--- src/rtl/haar_pkg.sv ---
// rtl/haar_pkg.sv - Cascade constants, evaluator state type and per-stage classifier-count lookup
package haar_pkg;

  localparam int FRAC_W     = 12;
  localparam int MAX_STAGES = 22;
  localparam int CLS_CNT_W  = 8;

  localparam int STAGE_CLS_COUNT [0:MAX_STAGES-1] = '{
    9, 16, 27, 32, 52, 53, 62, 72, 83, 91, 99,
    115, 127, 135, 136, 137, 159, 155, 169, 196, 197, 181
  };

  // Q.12 images of the trained thresholds 0.822689, 6.956609, 9.498543, 18.412970, 15.324140, 21.010639,
  // 23.918791, 24.527880, 27.153351, 34.554111, 39.107288, 50.610481, 54.620071, 50.169170, 66.669120, ...
  localparam int STAGE_THRESH_Q [0:MAX_STAGES-1] = '{
    3370, 28494, 38906, 75420, 62768, 86060, 97971, 100466, 111220, 141534, 160183,
    207301, 223724, 205493, 273077, 277295, 283566, 324604, 359203, 369678, 429053, 433198
  };

  typedef enum logic [1:0] {
    IDLE,
    ACCUM,
    COMPARE
  } eval_state_t;

  function automatic logic [CLS_CNT_W-1:0] stage_cls_count(input logic [4:0] idx);
    logic [CLS_CNT_W-1:0] cnt;
    cnt = '1;
    for (int i = 0; i < MAX_STAGES; i++) begin
      if (idx == 5'(i)) cnt = CLS_CNT_W'(STAGE_CLS_COUNT[i]);
    end
    return cnt;
  endfunction

endpackage

--- src/rtl/sat_accumulator.sv ---
// rtl/sat_accumulator.sv - Signed accumulator clamping at the ACC_W limits, with synchronous clear
module sat_accumulator #(
  parameter int VAL_W = 16,
  parameter int ACC_W = 24
) (
  input  logic                    clk,
  input  logic                    rst_n,
  input  logic                    clr,
  input  logic                    en,
  input  logic signed [VAL_W-1:0] din,
  output logic signed [ACC_W-1:0] acc
);

  logic signed [ACC_W:0]   sum;
  logic signed [ACC_W-1:0] acc_d;
  logic signed [ACC_W-1:0] acc_q;

  always_comb begin
    sum   = {acc_q[ACC_W-1], acc_q} + {{(ACC_W+1-VAL_W){din[VAL_W-1]}}, din};
    acc_d = acc_q;
    if (clr) begin
      acc_d = '0;
    end else if (en) begin
      // A guard bit that disagrees with the sign bit means the true sum left the ACC_W range.
      if (sum[ACC_W] != sum[ACC_W-1]) begin
        acc_d = sum[ACC_W] ? {1'b1, {(ACC_W-1){1'b0}}} : {1'b0, {(ACC_W-1){1'b1}}};
      end else begin
        acc_d = sum[ACC_W-1:0];
      end
    end
  end

  always_ff @(posedge clk or negedge rst_n) begin
    if (!rst_n) acc_q <= '0;
    else        acc_q <= acc_d;
  end

  assign acc = acc_q;

endmodule

--- src/rtl/stage_evaluator.sv ---
// rtl/stage_evaluator.sv - Per-window cascade evaluation: accumulate weak values, test each stage, report verdict
module stage_evaluator
  import haar_pkg::*;
#(
  parameter int NUM_STAGES = 22,
  parameter int VAL_W      = 16,
  parameter int FRAC_W     = 12,
  parameter int ACC_W      = 24
) (
  input  logic                    clk,
  input  logic                    rst_n,
  input  logic                    start,
  input  logic                    weak_valid,
  output logic                    weak_ready,
  input  logic signed [VAL_W-1:0] weak_value,
  output logic [4:0]              stage_idx,
  input  logic signed [ACC_W-1:0] stage_thresh,
  output logic                    flush,
  output logic                    result_valid,
  output logic                    face_detected,
  output logic [4:0]              exit_stage,
  output logic                    busy
);

  eval_state_t          state_q, state_d;
  logic [4:0]           stage_idx_q, stage_idx_d;
  logic [CLS_CNT_W-1:0] cls_cnt_q, cls_cnt_d;
  logic                 face_q, face_d;
  logic [4:0]           exit_q, exit_d;

  logic                    acc_clr;
  logic                    acc_en;
  logic signed [ACC_W-1:0] acc;
  logic                    stage_pass;
  logic                    last_stage;
  logic                    decide;

  sat_accumulator #(
    .VAL_W (VAL_W),
    .ACC_W (ACC_W)
  ) u_acc (
    .clk   (clk),
    .rst_n (rst_n),
    .clr   (acc_clr),
    .en    (acc_en),
    .din   (weak_value),
    .acc   (acc)
  );

  // Sums and thresholds share one binary point, so a plain signed compare suffices;
  // a format without integer bits cannot hold a threshold and never passes.
  if (FRAC_W < ACC_W) begin : g_cmp
    assign stage_pass = (acc >= stage_thresh);
  end else begin : g_cmp_degenerate
    assign stage_pass = 1'b0;
  end

  assign last_stage = (stage_idx_q == 5'(NUM_STAGES - 1));
  assign decide     = (state_q == COMPARE) && (!stage_pass || last_stage);

  always_comb begin
    state_d     = state_q;
    stage_idx_d = stage_idx_q;
    cls_cnt_d   = cls_cnt_q;
    face_d      = face_q;
    exit_d      = exit_q;
    acc_clr     = 1'b0;
    acc_en      = 1'b0;
    case (state_q)
      IDLE: begin
        if (start) begin
          acc_clr     = 1'b1;
          cls_cnt_d   = '0;
          stage_idx_d = '0;
          state_d     = ACCUM;
        end
      end
      ACCUM: begin
        if (weak_valid) begin
          acc_en    = 1'b1;
          cls_cnt_d = cls_cnt_q + 1'b1;
          if (cls_cnt_d == stage_cls_count(stage_idx_q)) state_d = COMPARE;
        end
      end
      COMPARE: begin
        if (decide) begin
          face_d  = stage_pass;
          exit_d  = stage_idx_q;
          state_d = IDLE;
        end else begin
          stage_idx_d = stage_idx_q + 5'd1;
          cls_cnt_d   = '0;
          acc_clr     = 1'b1;
          state_d     = ACCUM;
        end
      end
      default: state_d = IDLE;
    endcase
  end

  always_ff @(posedge clk or negedge rst_n) begin
    if (!rst_n) begin
      state_q     <= IDLE;
      stage_idx_q <= '0;
      cls_cnt_q   <= '0;
      face_q      <= 1'b0;
      exit_q      <= '0;
    end else begin
      state_q     <= state_d;
      stage_idx_q <= stage_idx_d;
      cls_cnt_q   <= cls_cnt_d;
      face_q      <= face_d;
      exit_q      <= exit_d;
    end
  end

  // The verdict is shown during the deciding COMPARE cycle and held afterwards.
  assign result_valid  = decide;
  assign flush         = (state_q == COMPARE) && !stage_pass && !last_stage;
  assign face_detected = decide ? stage_pass : face_q;
  assign exit_stage    = decide ? stage_idx_q : exit_q;
  assign weak_ready    = (state_q == ACCUM);
  assign busy          = (state_q != IDLE);
  assign stage_idx     = stage_idx_q;

endmodule
--- config.mk ---
export PLATFORM = sky130hd
export DESIGN_NAME = stage_evaluator
export DESIGN_NICKNAME = d
export VERILOG_FILES = /design/src/rtl/haar_pkg.sv /design/src/rtl/sat_accumulator.sv /design/src/rtl/stage_evaluator.sv
export SDC_FILE = /design/constraint.sdc
export NUM_CORES = 1
export LEC_CHECK = 0
export CAP_MARGIN = 20
export CORE_MARGIN = 3
export CORE_UTILIZATION = 40
export CTS_CLUSTER_SIZE = 24
export DETAILED_ROUTE_END_ITERATION = 10
export DONT_BUFFER_PORTS = 1
export PLACE_DENSITY = 0.51
export SYNTH_ARGS = -nofsm -noshare
export SYNTH_HDL_FRONTEND = slang
export SYNTH_SLANG_ARGS = --single-unit
export TNS_END_PERCENT = 30
--- constraint.sdc ---
create_clock -name clk -period 3.4 [get_ports clk]
set_input_delay 0.51 -clock clk [delete_from_list [all_inputs] [get_ports clk]]
set_output_delay 0.51 -clock clk [all_outputs]
set_load 0.03 [all_outputs]
After elaboration in Yosys (flattened, before gate mapping)
Index checks and enable logic that the tools add are counted.
{"block": "word_totals", "in_bits": 44, "out_inout_bits": 15, "wordCells": 101, "regBits": 45}
{"block": "classes", "mux": 47, "magnitude_cmp": 1, "add_sub_neg": 3, "eq_ne": 29, "n_reduce_logical": 15}
{"op": "8-bit 2-to-1 mux", "count": 27}
{"op": "24-bit 2-to-1 mux", "count": 4}
{"op": "5-bit by 4-bit == test with 1-bit output (second input constant)", "count": 8}
{"op": "5-bit == test (second input constant)", "count": 6}
{"op": "24-bit by 16-bit adder with 25-bit output", "count": 1}
{"op": "24-bit greater-or-equal comparator", "count": 1}
{"op": "8-bit case mux with 3 select lines", "count": 1}
{"op": "5-bit by 3-bit == test with 1-bit output (second input constant)", "count": 4}
{"op": "5-bit 2-to-1 mux", "count": 3}
{"op": "5-bit by 2-bit == test with 1-bit output (second input constant)", "count": 2}
{"op": "5-bit case mux with 2 select lines", "count": 1}
{"op": "8-bit by 1-bit adder with 8-bit output (second input constant)", "count": 1}
{"op": "8-bit == test", "count": 1}
{"op": "1-bit 2-to-1 mux", "count": 6}
{"op": "2-bit 2-to-1 mux", "count": 3}
{"op": "2-bit inequality test (second input constant)", "count": 3}
{"op": "2-bit case mux with 3 select lines", "count": 1}
{"op": "3-bit AND reduction", "count": 2}
{"op": "2-bit nonzero test", "count": 3}
{"op": "5-bit by 1-bit adder with 5-bit output (second input constant)", "count": 1}
{"op": "5-bit by 1-bit == test with 1-bit output (second input constant)", "count": 1}
{"op": "5-bit zero test", "count": 1}
{"op": "4-bit AND reduction", "count": 1}
{"op": "1-bit logical AND", "count": 3}
{"op": "9 further kinds", "count": 10}

Longest topological paths before layout
{"block": "depth", "depth_word": 29, "mapped_depth": 12, "mapped_depth_nobuf": 10}

Hierarchy
A second synthesis with hierarchy kept.
{"block": "unflattened", "hier_cells": 582, "area_unflattened_um2": 4880.9}
{"module": "stage_evaluator", "n_inst": 1, "cells_per_inst": 321, "seq_area_each_um2": 525.5, "area_each_um2": 2560.0}
{"module": "sat_accumulator", "n_inst": 1, "cells_per_inst": 261, "seq_area_each_um2": 600.6, "area_each_um2": 2321.0}

Worst setup path before layout
OpenSTA, ideal clock, no wires.
{"block": "synth_path", "path_kind": "input -> output", "startpoint": "input port stage_thresh[4]", "endpoint": "output port exit_stage[0]", "path_buffers": 1, "setup_slack_ps": 91, "arrival_time_ps": 2799, "t_required_ps": 2890, "cell_stages": 10, "path_cell_list": "inv_1 -> ha_1 -> and3_1 -> and3_1 -> a311o_1 -> a211oi_1 -> a31oi_1 -> a21oi_1 -> buf_2 -> mux2_2"}
{"block": "synth_between", "elab_chain_cells": 5}
{"element": "from (decl)", "line": "stage_evaluator.sv:17", "rtl": "input logic signed [ACC_W-1:0] stage_thresh,"}
{"element": "24-bit greater-or-equal comparator", "line": "stage_evaluator.sv:53", "rtl": "assign stage_pass = (acc >= stage_thresh);"}
{"element": "1-bit zero test", "line": "stage_evaluator.sv:59", "rtl": "assign decide = (state_q == COMPARE) && (!stage_pass || last_stage);"}
{"element": "1-bit logical OR", "line": "stage_evaluator.sv:59"}
{"element": "1-bit logical AND", "line": "stage_evaluator.sv:59"}
{"element": "named net result_valid", "line": "stage_evaluator.sv:19", "rtl": "output logic result_valid,"}
{"element": "5-bit 2-to-1 mux"}
{"element": "to (decl)", "line": "stage_evaluator.sv:21", "rtl": "output logic [4:0] exit_stage,"}
The timed path passes the listed nets, and every way through them passes these cells.

Worst setup path after layout
{"block": "layout_path", "startpoint": "register u_acc.acc_q[2] (netlist: u_acc.acc[2])", "endpoint": "output port exit_stage[3]"}
{"block": "layout_between", "elab_chain_cells": 5}
{"element": "from (decl)", "line": "sat_accumulator.sv:16", "rtl": "logic signed [ACC_W-1:0] acc_q;"}
{"element": "from (signal assigned)", "line": "sat_accumulator.sv:34", "rtl": "if (!rst_n) acc_q <= '0;"}
{"element": "from (signal assigned)", "line": "sat_accumulator.sv:35", "rtl": "else acc_q <= acc_d;"}
{"element": "24-bit greater-or-equal comparator", "line": "stage_evaluator.sv:53"}
{"element": "1-bit zero test", "line": "stage_evaluator.sv:59"}
{"element": "1-bit logical OR", "line": "stage_evaluator.sv:59"}
{"element": "1-bit logical AND", "line": "stage_evaluator.sv:59"}
{"element": "5-bit 2-to-1 mux"}
Every way passes these cells.

==> results.tsv <==
stage	metric	value	unit
outcome	outcome	finished, final reports clean	
sta	post-route-min-period	3290	ps
cells_and_area	final_cells	706	
global_route	antenna_found_initial	0	
die	start_util	41.9	%
clock_network	cts_buffers	5	
synth	synth_top_area_share	24.3	%
placed_design	placed_cell_area	4950	sq um
cells_and_area	diodes	0	
sta	worst_slew_pin_slew	663	ps
worst_setup_path	crit_arrival	2780	ps
sta	finalCritPeriodShare	96.9	%
worst_setup_path	rrSetupSlack	230	ps
worst_setup_path	worst_path_most_repeated_cell	buf_4	
routing	post_drt_wl_per_cell	17.6	um
synth	synthCells	550	
synth	yosys_most_used_dff	dfrtp_1	
synth	avgSynthCellArea	8.44	sq um
routing	drt_wl_total	12.4	mm
routing	via_count	4124	
global_route	grt_pass1_vias	4013	
worst_setup_path	r2r_start	u_acc.acc[0]	
synth	synth_area_leader_cell	dfrtp_1	
cells_and_area	syn_to_final_growth	13.6	%
worst_setup_path	critPathRequiredTime	2890	ps
sta	final-hold-violation-count	0	
worst_setup_path	critical_path_class	reg -> out	
power_and_ir_drop	power.density	796	nW/um^2
min_path	min_path_type	in -> async	
synth	syn_nets	649	
routing	first_pass_iters	4	
placed_design	io_buffers	0	
die	placementRows	38	
clock_network	clock_path_buffers	2	
power_and_ir_drop	p_leak	2.34	nW
placed_design	gp_congestion	0.896	
die	coreArea	11100	sq um
worst_setup_path	crit_chain	ha_1, and3_4, and3_1, a311o_1, a211oi_2, a31oi_1, a21oi_1, buf_4, buf_6, o22ai_1, buf_4	
worst_setup_path	r2r_end	u_acc.acc[7]	
worst_setup_path	start_kind	register	
die	die_area	12900	sq um
sta	fmax	304	MHz
routing	drcViolationCount	0	
clock_network	clkSinkCount	45	
sta	finClkSkew	8.61	ps
placed_design	dp_hpwl	9.62	mm
clock_network	htreeDepth	2	
synth	ys_seq_area_share	24.3	%
placed_design	placedCellCount	690	
sta	max_slew_margin	55.7	%
cells_and_area	final_core_util	47.6	%
cells_and_area	mostFrequentLayoutCell	ha_1	
sta	drv_slew	0	
worst_setup_path	cp_slowest_cell	dfrtp_1	
routing	drt-vias-per-instance	5.84	
synth	syn_area	4640	sq um
synth	netlist-cell-type-count	66	
worst_setup_path	slowest_delay	400	ps
cells_and_area	postLayoutCellArea	5270	sq um
sta	setup_slack	105	ps
synth	ys_async_sr_fraction	100	%
clock_network	cts_tree	yes	
global_route	grt_max_degree	46	
cells_and_area	fill_cells	1093	
cells_and_area	final_cell_mix	ha_1, dfrtp_1, a21oi_1	
clock_network	clkTransAtPathRegs	70	ps
synth	synth-seq-cells	45	
placed_design	place_worst_setup_slack	101	ps
global_route	grt_pass1_wl	19.7	mm
synth	ys_top_cells_by_area	dfrtp_1, ha_1, a21oi_1, a221o_1, xnor2_1	
sta	finalSetupViolations	0	
power_and_ir_drop	ir_worst_vdd	0.000348	V
worst_setup_path	reg2regPathDepth	11	
global_route	grt_usage	18.9	%
global_route	grt_overflow	0	
clock_network	cts_root_buf	clkbuf_16	
die	die_x	114	um
die	die_h	114	um
cells_and_area	nNetsFinal	664	
routing	drtIter0Drc	309	
die	io_pins	59	
clock_network	insertion_delay	300	ps
synth	synth-edff-count	0	
worst_setup_path	endpoint_kind	primary output	
synth	yosysWarnings	0	
flow_run	cap_violations	0	
routing	ant_nets	0	
worst_setup_path	crit_fanout	6	
cells_and_area	drive_above_1_share	12.2	%
==> Yosys cell counts (3+ instances only) <==
master     count
ha_1          54
dfrtp_1       45
a21oi_1       44
nor2_1        42
inv_1         38
nand2_1       29
o21ai_0       27
xnor2_1       23
a221o_1       22
nand3_1       19
a21o_1        16
nor2b_1       14
clkbuf_1      12
nand2b_1      11
nor3_1        11
buf_2         10
o211ai_1      10
mux2_2         8
xor2_1         8
a211oi_1       7
and3_1         7
o21a_1         6
o31ai_1        6
a211o_1        5
nand4_1        5
a22o_1         4
a31oi_1        4
o21bai_1       4
o22ai_1        4
a211oi_2       3
a311o_1        3
nand3b_1       3
nor4_1         3
nor4b_1        3
o2111ai_1      3
==> registers in the layout (all words and copies together), names as in the netlist <==
signal,count
face_q,1
cls_cnt_q,8
stage_idx,5
u_acc.acc,24
state_q,2
exit_q,5
==> stage by stage <==
stage	total power [mW]	TNS [ps]	hold WS, ps
after floorplan	2.91	0	214
after global placement	3.50	0	216
after detailed placement	3.54	0	216
after CTS	4.19	0	53.0
after global routing	4.58	-14.7	63.9
final	4.20	0	50.1
==> timing repair <==
item | CTS | global route
setup buffers | 2 | 5
pin swaps | 3 | 2
resized for setup | 9 | 4
hold endpoints to repair | 45 | 0
hold buffers | 1 | 0
setup endpoints to repair | 6 | 5
==> layer usage <==
layer	global-route usage, %	part of all wire, %	up-vias
met1	24.7	46	1961
li1	-	-	2086
met2	32.6	49	65
met5	0	0	-
met4	5.21	1.4	0
met3	2.55	3.6	12
==> cells by family (layout without fill, tap and decap cells) <==
logic type                 Yosys count  after routing  share of synthesized area (%)
AOI/OAI and AO/OA                  185            185                           28.9
and+or+nand+nor                    162            162                           17.8
buffers and inverters               63             79                           5.69
adders and majority gates           55             55                           15.0
DFF                                 45             45                           24.3
xor gates and xnor gates            32             32                           6.36
muxes                                8              8                           1.94
==> worst max path at each step <==
| stage | start | endpoint | slack [ps] | cells after the start |
|---|---|---|---|---|
| finish | u_acc.acc[2] | exit_stage[3] | 110 | 11 |
| global route | u_acc.acc[2] | u_acc.acc[11] | -6 | 12 |
| CTS | u_acc.acc[4] | exit_stage[3] | 20 | 11 |
| detailed placement | stage_thresh[4] | exit_stage[0] | 100 | 10 |
| global placement | stage_thresh[4] | exit_stage[4] | 90 | 10 |
| floorplan | stage_thresh[4] | exit_stage[0] | 90 | 10 |
==> critical path, delay by kind of cell (launching register included) <==
kind            cells  cell delay [ps]
flops               1              400
fa+ha+maj           1              290
buf+inv             3              500
compound gates      5              970
simple gates        2              330
==> report_power, final <==
group	switching, mW	internal [mW]	total (mW)
clock	0.223	0.348	0.571
sequential	0.205	0.725	0.930
combinational	1.41	1.29	2.70
total	1.84	2.36	4.20
==> cell type report <==
class	count	area, sq um	share of cell area, %
multi-input cells	442	3330	63.1
flip-flops and latches	45	1130	21.4
repair buffers	33	334	6.34
well taps	140	175	3.32
inverters	38	143	2.71
clock buffers	5	125	2.37
clock inverters	3	43.8	0.831
Power figures use the tool's default switching activity.
